<file path="src/rtl/pon_sched_pkg.sv">
// Shared types and defaults for the upstream PON burst scheduler.
package pon_sched_pkg;

  typedef enum logic [1:0] {
    ST_IDLE     = 2'b00,
    ST_PREAMBLE = 2'b01,
    ST_PAYLOAD  = 2'b10,
    ST_GAP      = 2'b11
  } sched_state_e;

  localparam int unsigned DEF_MIN_GAP = 2;

endpackage

</file>
<file path="src/rtl/pon_sched_cfg_check.sv">
// Burst config validity check on the live inputs, plus the per-period shadow copy.
module pon_sched_cfg_check
  import pon_sched_pkg::*;
#(
  parameter int CNT_W   = 32,
  parameter int MIN_GAP = DEF_MIN_GAP
) (
  input  logic             clk,
  input  logic             rst,
  input  logic             sample,
  input  logic [CNT_W-1:0] p_in,
  input  logic [CNT_W-1:0] b_in,
  input  logic [CNT_W-1:0] t_in,
  input  logic             b2b_in,
  output logic             cfg_valid,
  output logic [CNT_W-1:0] p_sh,
  output logic [CNT_W-1:0] b_sh,
  output logic [CNT_W-1:0] t_sh,
  output logic             b2b_sh
);

  // Two guard bits keep P+B+MIN_GAP from wrapping.
  localparam int EW = CNT_W + 2;

  logic [EW-1:0] pb_sum;
  logic [EW-1:0] t_ext;

  assign pb_sum = EW'(p_in) + EW'(b_in);
  assign t_ext  = EW'(t_in);

  always_comb begin
    cfg_valid = 1'b1;
    if (t_in == '0)                                      cfg_valid = 1'b0;
    if (pb_sum > t_ext)                                  cfg_valid = 1'b0;
    if (!b2b_in && (pb_sum + EW'(MIN_GAP) > t_ext))      cfg_valid = 1'b0;
  end

  always_ff @(posedge clk) begin
    if (rst) begin
      p_sh   <= '0;
      b_sh   <= '0;
      t_sh   <= '0;
      b2b_sh <= 1'b0;
    end else if (sample) begin
      p_sh   <= p_in;
      b_sh   <= b_in;
      t_sh   <= t_in;
      b2b_sh <= b2b_in;
    end
  end

endmodule

</file>
<file path="src/rtl/pon_burst_scheduler.sv">
// Upstream PON burst sequencer: per-period TX enable, preamble and payload windows.
module pon_burst_scheduler
  import pon_sched_pkg::*;
#(
  parameter int CNT_W   = 32,
  parameter int MIN_GAP = DEF_MIN_GAP,
  parameter int BCNT_W  = 16
) (
  input  logic              hb0_gtwiz_userclk_tx_usrclk2_int,
  input  logic              sys_reset,
  input  logic              enable,
  input  logic [CNT_W-1:0]  preamble_length,
  input  logic [CNT_W-1:0]  burst_length,
  input  logic [CNT_W-1:0]  burst_period,
  input  logic              b2b_enable,
  input  logic              data_valid,
  output logic              tx_enable,
  output logic              preamble_active,
  output logic              data_req,
  output logic              burst_start,
  output logic              burst_end,
  output logic              underrun,
  output logic              config_error,
  output logic [BCNT_W-1:0] burst_count,
  output logic [1:0]        state
);

  localparam int EW = CNT_W + 2;

  sched_state_e     st_q, st_d;
  logic [CNT_W-1:0] pc_q;
  logic [CNT_W-1:0] p_sh, b_sh, t_sh;
  logic             b2b_sh;
  logic             cfg_valid;
  logic             period_end, boundary, sample;
  logic [EW-1:0]    pc_nxt, pb_end_sh;

  assign pc_nxt     = EW'(pc_q) + EW'(1);
  assign pb_end_sh  = EW'(p_sh) + EW'(b_sh);
  assign period_end = (st_q != ST_IDLE) && (pc_q == t_sh - CNT_W'(1));
  // Period start: idle with a run request, or the last cycle of any period.
  assign boundary   = (st_q == ST_IDLE) || period_end;
  assign sample     = boundary && enable;

  pon_sched_cfg_check #(.CNT_W(CNT_W), .MIN_GAP(MIN_GAP)) u_cfg (
    .clk       (hb0_gtwiz_userclk_tx_usrclk2_int),
    .rst       (sys_reset),
    .sample    (sample),
    .p_in      (preamble_length),
    .b_in      (burst_length),
    .t_in      (burst_period),
    .b2b_in    (b2b_enable),
    .cfg_valid (cfg_valid),
    .p_sh      (p_sh),
    .b_sh      (b_sh),
    .t_sh      (t_sh),
    .b2b_sh    (b2b_sh)
  );

  always_ff @(posedge hb0_gtwiz_userclk_tx_usrclk2_int) begin
    if (sys_reset) st_q <= ST_IDLE;
    else           st_q <= st_d;
  end

  // Entry decisions use the live config, which is captured this same cycle.
  always_comb begin
    st_d = st_q;
    if (boundary) begin
      if (enable && cfg_valid) begin
        if (burst_length == '0)         st_d = ST_GAP;
        else if (preamble_length == '0) st_d = ST_PAYLOAD;
        else                            st_d = ST_PREAMBLE;
      end else begin
        st_d = ST_IDLE;
      end
    end else begin
      case (st_q)
        ST_PREAMBLE: if (pc_nxt == EW'(p_sh)) st_d = ST_PAYLOAD;
        ST_PAYLOAD:  if (pc_nxt == pb_end_sh) st_d = ST_GAP;
        default:     ;
      endcase
    end
  end

  always_comb begin
    tx_enable       = 1'b0;
    preamble_active = 1'b0;
    data_req        = 1'b0;
    burst_start     = 1'b0;
    burst_end       = 1'b0;
    case (st_q)
      ST_PREAMBLE: begin
        tx_enable       = 1'b1;
        preamble_active = 1'b1;
        burst_start     = (pc_q == '0);
      end
      ST_PAYLOAD: begin
        tx_enable   = 1'b1;
        data_req    = 1'b1;
        burst_start = (pc_q == '0);
        burst_end   = (pc_nxt == pb_end_sh);
      end
      ST_GAP:  tx_enable = b2b_sh && (b_sh != '0);
      default: ;
    endcase
  end

  always_ff @(posedge hb0_gtwiz_userclk_tx_usrclk2_int) begin
    if (sys_reset) begin
      pc_q         <= '0;
      config_error <= 1'b0;
      burst_count  <= '0;
      underrun     <= 1'b0;
    end else begin
      pc_q <= boundary ? '0 : pc_q + CNT_W'(1);
      if (sample)                  config_error <= !cfg_valid;
      if (burst_end)               burst_count  <= burst_count + BCNT_W'(1);
      if (data_req && !data_valid) underrun     <= 1'b1;
    end
  end

  assign state = st_q;

endmodule

</file>
<file path="config.mk">
export PLATFORM = sky130hd
export DESIGN_NAME = pon_burst_scheduler
export DESIGN_NICKNAME = d
export VERILOG_FILES = /design/src/rtl/pon_sched_pkg.sv /design/src/rtl/pon_sched_cfg_check.sv /design/src/rtl/pon_burst_scheduler.sv
export SDC_FILE = /design/constraint.sdc
export NUM_CORES = 1
export LEC_CHECK = 0
export CORE_UTILIZATION = 50
export DETAILED_ROUTE_END_ITERATION = 8
export DONT_BUFFER_PORTS = 1
export HOLD_SLACK_MARGIN = 0.06
export PLACE_DENSITY = 0.68
export REMOVE_ABC_BUFFERS = 1
export SLEW_MARGIN = 20
export SYNTH_ARGS = -nofsm -noshare
export SYNTH_HDL_FRONTEND = slang
export SYNTH_SLANG_ARGS = --single-unit
</file>
<file path="constraint.sdc">
create_clock -name hb0_gtwiz_userclk_tx_usrclk2_int -period 5.9 [get_ports hb0_gtwiz_userclk_tx_usrclk2_int]
set_input_delay 0.885 -clock hb0_gtwiz_userclk_tx_usrclk2_int [delete_from_list [all_inputs] [get_ports hb0_gtwiz_userclk_tx_usrclk2_int]]
set_output_delay 0.885 -clock hb0_gtwiz_userclk_tx_usrclk2_int [all_outputs]
set_load 0.01 [all_outputs]
</file>
==> out/summary.txt <==
status: finished, final reports clean
Power Total: 4.58 mW
Root Buffer: clkbuf_16
CP top delay family: simple AND/OR/NAND/NOR gates
classification of the worst-slack hold path: flop to flop
Mean Syn Cell Area: 7.43 µm²
final setup TNS: 0 ps
IO Count: 126
share of flip-flops with an asynchronous set or reset: 0%
Critical path buffers and inverters: 1
Worst VDD drop: 183 µV
Die Ht: 170 µm
synth warn: 0
Cells after Synth: 1890
first-pass GRT wire length: 75.8 mm
top_reg_cell synth: dfxtp_1
RD Place Congestion: 1.01
Synth area leaders: dfxtp_1 (21%), ha_1 (12%), nand2_1 (8.0%), xnor2_1 (7.3%), a21oi_1 (7.1%)
Post-Syn Area: 14000 µm²
vias in the first global route: 13700
CP max stage delay: 450 ps
worst setup margin: 264 ps
placed insts: 2228
share of cells above drive strength 1: 5.88%
final setup vio count: 0
Hold Violations, Final: 0
CTS tree: yes
1st-iter DRT viols: 1345
crit-path cells: ha_1 > inv_1 > fa_1 > nand2b_1 > a2111oi_1 > a211oi_1 > o21ai_0 > xor2_1 > and3_1 > and4_1 > nand4_1 > nor3b_1 > xor2_1 > ha_1 > nand4_1 > or2_2 > nor4_1 > nor3_1 > a211oi_1 > and3_1 > a21boi_0 > a211oi_1 > o31a_1
FF+latch count, synth: 149
P_sw: 2.01 mW
final wirelength: 48.7 mm
Seq/Total Area, Yosys: 21.3%
pwr dens: 302 nW/µm²
DP Worst Slack: -124 ps
clock share of power: 25.0%
sw frac: 43.9%
final critical-path required period: 5640 ps
crit start category: primary input
Die Wd: 170 µm
Rel. slew slack: 28.4%
EDFF count, synth: 0
fin crit share: 95.5%
die area: 28700 µm²
area growth from synthesis to layout: 8.00%
Slew Viols, Final: 0
P_leak: 6.16 nW
WP data required: 6270 ps
unrepaired setup endpoints after global routing: no
Layout Utilization: 55.6%
Yosys cell types: 74
critical path peak fanout: 6
DP Wirelength: 39.7 mm
clk sinks: 149
Register-to-Register Path Depth: 12
# port buffers: 0
R2R setup slack: 840 ps
total track usage: 34.1%
largest net degree at the start of global routing: 132
placed cell areas: 14500 µm²
Int Pwr: 2.57 mW
Row Count: 60
Final Net Count: 2114
Peak Freq: 0.177 GHz
initial core utilization: 51.5%
Comb power frac: 45.6%
Post CTS Setup Buffer Count: 0
crit path DAT: 6010 ps
Design Area, Final: 15200 µm²
Overflow after GRT: 0
Seq pwr share: 29.5%
worst-margin pin slew: 1060 ps
Worst Hold Slack: 458 ps
CP Class: primary input to flop
Num CTS Buffers: 17
DRT Pass-1 Iters: 5
hold path cells: 2
R2R Path Start: u_cfg.p_sh[1]
# DRC: 0
diode count: 0
DRT antenna net count: 0
worst skew pair latency: 450 ps
terminus of the critical flop-to-flop path: burst_count[13]
DR WL/cell: 21.6 µm
Worst Clk Skew: 20.7 ps
crit end category: flop
crit-path most repeated cell: a211oi_1
CTS Buffer Depth: 2
number of max-cap violations: 0
non-filler instance count after layout: 2260
via count: 14400
post-DR vias/cell: 6.36
Clk pin slew, worst setup/hold paths: 70 ps
core area: 27300 µm²
slowest CP cell: fa_1
H-tree depth: 4
WP depth: 23
Synth area leader: dfxtp_1
share of Yosys cell area claimed by the top area cell type: 21.3%
initial antenna violation count: 0
Hold Path Sink: u_cfg.b2b_sh
hold path start: u_cfg.b2b_sh
[layer usage]
metal | part of all wire, % | up-vias | GRT usage, %
li1 | - | 6826 | -
met1 | 42 | 6761 | 43.6
met2 | 45 | 650 | 55.7
met3 | 8.6 | 130 | 6.32
met4 | 4.3 | 0 | 15.2
met5 | 0 | - | 0
[how the worst max path moves through the flow]
stage	startpoint	endpoint	slack, ps
floorplan	preamble_length[3]	state[1]	330
global placement	preamble_length[0]	state[1]	30
detailed placement	preamble_length[0]	state[1]	-120
CTS	preamble_length[0]	state[1]	300
global route	preamble_length[0]	state[1]	4
finish	preamble_length[0]	state[1]	260
[worst register-to-register path: stages (launching register included)]
cell,delay (ps)
dfxtp_1,500
ha_1,310
a211oi_1,310
o211ai_1,220
a221oi_1,710
o21ai_0,270
xnor2_1,340
o21ai_0,140
a211o_1,250
or4_4,500
nor4_4,860
nand4_1,210
mux2_1,360
[placed cells by master (no fill, tap or decap), types with 9 or more instances in the layout]
| master | count |
|---|---|
| a211oi_1 | 17 |
| a21o_1 | 38 |
| a21oi_1 | 199 |
| a31oi_1 | 10 |
| and2_1 | 13 |
| and3_1 | 18 |
| and4_1 | 14 |
| buf_4 | 48 |
| clkbuf_16 | 17 |
| dfxtp_1 | 149 |
| ha_1 | 136 |
| inv_1 | 66 |
| nand2_1 | 297 |
| nand2b_1 | 10 |
| nand3_1 | 50 |
| nand4_1 | 75 |
| nor2_1 | 123 |
| nor2b_1 | 24 |
| nor3_1 | 40 |
| nor4_1 | 67 |
| o211ai_1 | 12 |
| o21a_1 | 9 |
| o21ai_0 | 67 |
| o31ai_1 | 9 |
| or3_1 | 16 |
| or4_1 | 9 |
| xnor2_1 | 117 |
| xor2_1 | 87 |
[registers in the layout, summed over array words and instances (netlist names)]
register      count
burst_count      16
u_cfg.p_sh       32
underrun          1
u_cfg.t_sh       32
state             2
u_cfg.b2b_sh      1
u_cfg.b_sh       32
pc_q             32
config_error      1
[final cells by class]
cell class,count,area (µm²)
Multi-Input combinational cell,1593,10500
Sequential cell,149,2980
Fill cell,2648,12100
Tap cell,372,465
Clock buffer,17,425
Clock inverter,15,201
Inverter,66,248
Timing Repair Buffer,48,360
[cells in the mapped netlist (16+ instances only)]
library cell,n
or3_1,16
nor3_1,40
ha_1,136
xnor2_1,117
a21o_1,38
nor2b_1,24
inv_1,66
nand2_1,298
o21ai_0,67
nor4_1,67
nand4_1,75
nand3_1,50
and3_1,18
a21oi_1,199
xor2_1,87
a211oi_1,17
clkbuf_1,62
dfxtp_1,149
nor2_1,123
[cells by family after synthesis]
group | share of synthesized area (%)
AND/OR/NAND/NOR | 28.5
AO/OA/AOI/OAI | 18.5
XOR/XNOR | 13.7
flip-flops | 21.3
buffers and inverters | 4.15
adder cells (fa/ha/maj) | 12.4
multiplexers | 1.56
[power by group through the flow]
stage                     Clock, mW  Combinational [mW]  Sequential [mW]
after CTS                      1.15                2.05             1.34
after detailed placement          0                2.04             1.37
after floorplan                   0                1.54             1.28
after global placement            0                2.00             1.36
after global routing           1.19                2.31             1.36
final                          1.14                2.09             1.35
[timing repair]
item / 4_1_cts / 5_1_grt
gates resized for setup: 0 / 1
setup endpoints to repair: 0 / 2
hold buffers: 0 / 0
Note: power is estimated with default switching activity, not from simulation.
